`config.mk`:
```
export PLATFORM = sky130hd
export DESIGN_NAME = led_frame_streamer
export DESIGN_NICKNAME = d
export VERILOG_FILES = /design/src/rtl/led_frame_streamer.sv
export SDC_FILE = /design/constraint.sdc
export NUM_CORES = 1
export LEC_CHECK = 0
export CAP_MARGIN = 20
export CORE_MARGIN = 4
export CORE_UTILIZATION = 40
export CTS_CLUSTER_DIAMETER = 80
export DETAILED_ROUTE_END_ITERATION = 16
export HOLD_SLACK_MARGIN = 0.15
export PLACE_DENSITY_LB_ADDON = 0.2
export SYNTH_ARGS = -nofsm -noshare
export SYNTH_HDL_FRONTEND = slang
export SYNTH_SLANG_ARGS = --single-unit
```
`constraint.sdc`:
```
create_clock -name clk -period 2.14 [get_ports clk]
set_input_delay 0.428 -clock clk [delete_from_list [all_inputs] [get_ports clk]]
set_output_delay 0.428 -clock clk [all_outputs]
set_load 0.1 [all_outputs]
```
`src/rtl/led_frame_streamer.sv`:
```
// led_frame_streamer: WS2812-style serial driver fed from a NUM_LEDS x 24-bit frame buffer.
// Define LED_AUTO_REFRESH_EN to restart the frame after every latch gap instead of idling.
module led_frame_streamer #(
  parameter int NUM_LEDS = 8,
  parameter int T0H_CYC  = 19,
  parameter int T1H_CYC  = 38,
  parameter int BIT_CYC  = 60,
  parameter int RST_CYC  = 14400,
  localparam int AW = (NUM_LEDS > 1) ? $clog2(NUM_LEDS) : 1
) (
  input  logic          clk,
  input  logic          reset,
  input  logic          wr_en,
  input  logic [AW-1:0] wr_addr,
  input  logic [23:0]   wr_data,
  input  logic          start,
  output logic          busy,
  output logic          frame_done,
  output logic          dout
);

  localparam int TW = (BIT_CYC > 1) ? $clog2(BIT_CYC) : 1;
  localparam int LW = (RST_CYC > 1) ? $clog2(RST_CYC) : 1;

  localparam logic [TW-1:0] T_LAST = TW'(BIT_CYC - 1);
  localparam logic [TW-1:0] T_ZERO = TW'(T0H_CYC);
  localparam logic [TW-1:0] T_ONE  = TW'(T1H_CYC);
  localparam logic [LW-1:0] L_LAST = LW'(RST_CYC - 1);
  localparam logic [AW-1:0] P_LAST = AW'(NUM_LEDS - 1);
  localparam logic [AW:0]   P_LIM  = (AW + 1)'(NUM_LEDS);
  localparam logic [4:0]    B_LAST = 5'd23;

  typedef enum logic [1:0] {
    IDLE,
    LOAD,
    SEND,
    LATCH
  } state_t;

  state_t        state;
  logic [23:0]   shreg;
  logic [TW-1:0] tcnt;
  logic [4:0]    bcnt;
  logic [AW-1:0] pix_cnt;
  logic [LW-1:0] lcnt;

  logic [23:0]   fb [2**AW];

  logic [AW-1:0] pix_nxt;
  logic [TW-1:0] t_nxt;
  logic [TW-1:0] t_high;
  logic [LW-1:0] l_nxt;

  assign pix_nxt = pix_cnt + 1'b1;
  assign t_nxt   = tcnt + 1'b1;
  assign t_high  = shreg[23] ? T_ONE : T_ZERO;
  assign l_nxt   = lcnt + 1'b1;

  function automatic logic [23:0] grb(input logic [23:0] c);
    return {c[15:8], c[23:16], c[7:0]};
  endfunction

  // Pixel store: open to writes in every state, survives reset.
  always_ff @(posedge clk) begin
    if (wr_en && ({1'b0, wr_addr} < P_LIM)) begin
      fb[wr_addr] <= wr_data;
    end
  end

  // Frame sequencer: bit timing, pixel fetch, latch gap and registered outputs.
  always_ff @(posedge clk or negedge reset) begin
    if (!reset) begin
      state      <= IDLE;
      busy       <= 1'b0;
      frame_done <= 1'b0;
      dout       <= 1'b0;
      shreg      <= '0;
      tcnt       <= '0;
      bcnt       <= '0;
      pix_cnt    <= '0;
      lcnt       <= '0;
    end else begin
      frame_done <= 1'b0;
      unique case (state)
        IDLE: begin
          if (start) begin
            state <= LOAD;
            busy  <= 1'b1;
          end
        end
        LOAD: begin
          shreg   <= grb(fb[0]);
          tcnt    <= '0;
          bcnt    <= '0;
          pix_cnt <= '0;
          dout    <= 1'b1;
          state   <= SEND;
        end
        SEND: begin
          if (tcnt == T_LAST) begin
            tcnt <= '0;
            if (bcnt == B_LAST) begin
              bcnt <= '0;
              if (pix_cnt == P_LAST) begin
                pix_cnt    <= '0;
                lcnt       <= '0;
                dout       <= 1'b0;
                frame_done <= (RST_CYC == 1);
                state      <= LATCH;
              end else begin
                pix_cnt <= pix_nxt;
                shreg   <= grb(fb[pix_nxt]);
                dout    <= 1'b1;
              end
            end else begin
              bcnt  <= bcnt + 1'b1;
              shreg <= {shreg[22:0], 1'b0};
              dout  <= 1'b1;
            end
          end else begin
            tcnt <= t_nxt;
            dout <= (t_nxt < t_high);
          end
        end
        LATCH: begin
          if (lcnt == L_LAST) begin
            lcnt <= '0;
`ifdef LED_AUTO_REFRESH_EN
            state <= LOAD;
`else
            state <= IDLE;
            busy  <= 1'b0;
`endif
          end else begin
            lcnt       <= l_nxt;
            frame_done <= (l_nxt == L_LAST);
          end
        end
        default: begin
          state <= IDLE;
        end
      endcase
    end
  end

endmodule

```
==> flow_summary.ini, run 1 <==
[synth]
syn_avg_cell_area_sq_um = 15.1
synth_top_area_share = 0.536
syn_nets = 756
synth_edf_count = 192
yosys_warnings = 0
ys_seq_elements = 249
synthTopCellsByArea = edfxtp_1 54%, dfrtp_1 13%, mux4_2 10%
synth_area_sq_um = 10800
syn_inst = 713
ys.flop_type = edfxtp_1
ys_async_sr_fraction = 0.229
synth_cell_type_count = 52
yosysSeqAreaShare = 0.668
yosysTopAreaCell = edfxtp_1

[clock_tree]
cts_tree = built
ctsHtreeMaxLevel = 1
cts.clk_slew.worst_paths_ps = 60
cts_buffers = 28
clock_latency_ps = 560
root_buffer = clkbuf_16
clock-sinks = 249
max-clock-path-buffers = 3

[layout]
area_delta_synth_final_pct = 19.3
layout.nets = 817
multiInputGateArea_sq_um = 3340
fin_area_sq_um = 12800
seqCellArea_sq_um = 7200
layout-drive-gt1-share = 0.212
fillerInstances = 2223
antenna_cells = 0

[floorplan]
core-area_sq_um = 26300
ios = 34
dieHeight_um = 172
dieWidth_um = 172
die_area_sq_um = 29600
rows = 59
start_util = 0.410

[global_routing]
gr-usage-all-layers = 0.164
grt_pass1_vias = 6874
grt_max_degree = 38
grt_first_pass_wirelength_um = 38000
grt_overflow_total = 0
antenna_found_initial = 0

[place]
place.gp.congestion = 0.827
placed_cell_area_sq_um = 11900
hpwl_um = 14500
post-place-ws_ps = 35.8
io_buffers = 33

[worst_setup_path]
cp_cell_sequence = or3b_1, or4_4, a221oi_4, mux2i_1
startpoint_type = register
endpoint_kind = register
max_stage_delay_ps = 570
critPathArrivalTime_ps = 2480
critPathRequiredTime_ps = 2610
slowest_stage = or4_4
crit_type = register to register
critPathMaxFanout = 5

[sta]
max_freq_mhz = 496
fin_skew_ps = 15.7
fin_crit_sh = 0.943
hold_viol_final = 0
setup_slack_ps = 122
slew_headroom = 0.621
grt_setup_unrepaired = false
worstMarginPinSlew_ps = 568
setup_tns_ps = 0
finalCriticalPeriod_ps = 2020
setup_viol = 0
final-max-slew-violation-count = 0

[power_and_ir_drop]
p_leak_nw = 4.35
clockPowerShare = 0.458
seqPwrFrac = 0.517
p_sw_mw = 2.07
p_int_mw = 8.32
switching_share = 0.199
powerDensity_nw_per_um2 = 809
power_mw = 10.4
p_comb_frac = 0.025
ir_drop_uv = 725

[routing]
drc = 0
avgViaCountPerCell = 5.77
routed_wl_um = 23700
post_drt_wl_per_cell_um = 20.9
drt-pass1-iter-count = 5
antenna_left = 0
num_vias = 6525
drt_iter0_markers = 646

[worst_hold_path]
min_path_type = input port to async pin

[outcome]
status = finished clean

[job]
cap_violations = 0
-- critical path: cells and delay by family (launching register included) --
family,cells,cell delay (ps)
mux,1,230
simple gates,2,940
compound gates,1,370
flops,1,400
-- layout make-up --
cell class                 instances  area share
timing repair buffer              86      0.0686
clock inverter                    13      0.0135
clock buffer                      39      0.0593
inverter                          18     0.00526
tap                              335      0.0326
sequential                       249       0.560
multi-input combinational        391       0.260
-- synthesized netlist by cell type (2+ instances only) --
| cell type | n |
|---|---|
| a2111oi_0 | 2 |
| a21oi_1 | 55 |
| a22o_1 | 3 |
| a22oi_1 | 2 |
| a31oi_1 | 31 |
| a32oi_1 | 8 |
| and2_1 | 4 |
| and3_1 | 5 |
| and4_1 | 3 |
| and4b_1 | 2 |
| buf_1 | 6 |
| buf_2 | 10 |
| clkbuf_1 | 38 |
| dfrtp_1 | 57 |
| edfxtp_1 | 192 |
| ha_1 | 12 |
| inv_1 | 16 |
| mux2i_1 | 3 |
| mux4_2 | 48 |
| nand2_1 | 46 |
| nand2b_1 | 10 |
| nand3_1 | 20 |
| nand3b_1 | 26 |
| nand4_1 | 12 |
| nand4b_1 | 4 |
| nor2_1 | 12 |
| nor2b_1 | 3 |
| nor3_1 | 4 |
| o211ai_1 | 3 |
| o21ai_0 | 6 |
| o21ai_1 | 8 |
| o22ai_1 | 8 |
| o2bb2ai_1 | 25 |
| o31ai_1 | 5 |
| o41ai_1 | 2 |
| or2_2 | 2 |
| or3_1 | 3 |
| xnor2_1 | 2 |
| xor2_1 | 2 |
-- registers in the layout, summed over array words and instances (netlist names) --
name,count
bcnt,5
busy,1
dout,1
fb,192
frame_done,1
lcnt,14
pix_cnt,3
shreg,24
state,2
tcnt,6
-- metrics by stage --
stage / util / std cells / hold slack [ps]
floorplan: - / 713 / 132
global placement: 0.452 / 1078 / 452
detailed placement: 0.452 / 1078 / 454
CTS: 0.488 / 1131 / 423
global route: 0.489 / 1131 / 465
finish: 0.489 / 1131 / 419
-- layout by cell type (no fill, tap or decap), types with 3 or more instances in the layout --
cell type	instances
a21oi_1	54
a22o_1	3
a31oi_1	31
a32oi_1	8
and2_1	4
and3_1	5
and4_1	3
buf_12	13
buf_4	42
bufinv_16	3
clkbuf_1	9
clkbuf_16	28
clkdlybuf4s50_1	29
clkinv_2	6
dfrtp_1	56
edfxtp_1	192
ha_1	10
inv_1	16
mux2i_1	3
mux4_2	48
nand2_1	46
nand2b_1	10
nand3_1	20
nand3b_1	26
nand4_1	12
nand4b_1	4
nor2_1	6
nor2_2	6
nor2b_1	3
o211ai_1	3
o21ai_0	6
o21ai_1	7
o22ai_1	8
o2bb2ai_1	25
o31ai_1	5
or3_1	3
-- what timing repair did --
item	4_1_cts	5_1_grt
endpoints found under the hold margin	20	0
resized for setup	0	4
hold buffers	1	0
setup endpoints to repair	0	12
setup buffers	0	0
-- logic make-up after synthesis --
kind of cell             after synthesis  share of synthesized area
AO/OA/AOI/OAI                        163                      0.101
XOR/XNOR                               4                    0.00326
adder cells (fa/ha/maj)               12                     0.0139
buffers and inverters                 73                     0.0270
flip-flops                           249                      0.668
multiplexers                          52                      0.104
AND/OR/NAND/NOR                      160                     0.0827
-- power groups by stage --
stage | registers, mW | clock network [mW] | logic (mW)
after floorplan | 5.46 | 0 | 0.0755
after global placement | 5.46 | 0 | 0.251
after detailed placement | 5.47 | 0 | 0.263
after CTS | 5.38 | 4.88 | 0.265
after global routing | 5.38 | 5.10 | 0.283
final | 5.38 | 4.76 | 0.256
-- worst paths after layout --
check	startpoint	to	slack (ps)	cells after the start
setup / recovery	lcnt[13]$_DFFE_PN0P_	state[1]$_DFFE_PN0P_	120	4
max in group asynchronous	reset	pix_cnt[0]$_DFFE_PN0P_	1100	3
min in group clk	bcnt[0]$_DFFE_PN0P_	bcnt[0]$_DFFE_PN0P_	510	1
setup reg to reg	lcnt[13]$_DFFE_PN0P_	state[1]$_DFFE_PN0P_	120	4
hold reg to reg	bcnt[0]$_DFFE_PN0P_	bcnt[0]$_DFFE_PN0P_	510	1
hold / removal	reset	shreg[1]$_DFFE_PN0P_	420	2
-- routing by layer --
metal,GRT usage,vias up,wire length [um]
li1,-,2966,-
met1,0.222,3343,9960
met2,0.282,178,12100
met3,0.0235,38,1100
met4,0.0410,0,506
met5,0,-,0
Note: power is estimated with default switching activity, not from simulation.
==> run 2: changes to the inputs <==
Settings changed: CAP_MARGIN 20 to default.
==> results of run 2 <==
Same layout as run 1: the final DEF is identical, and so are final timing and power.
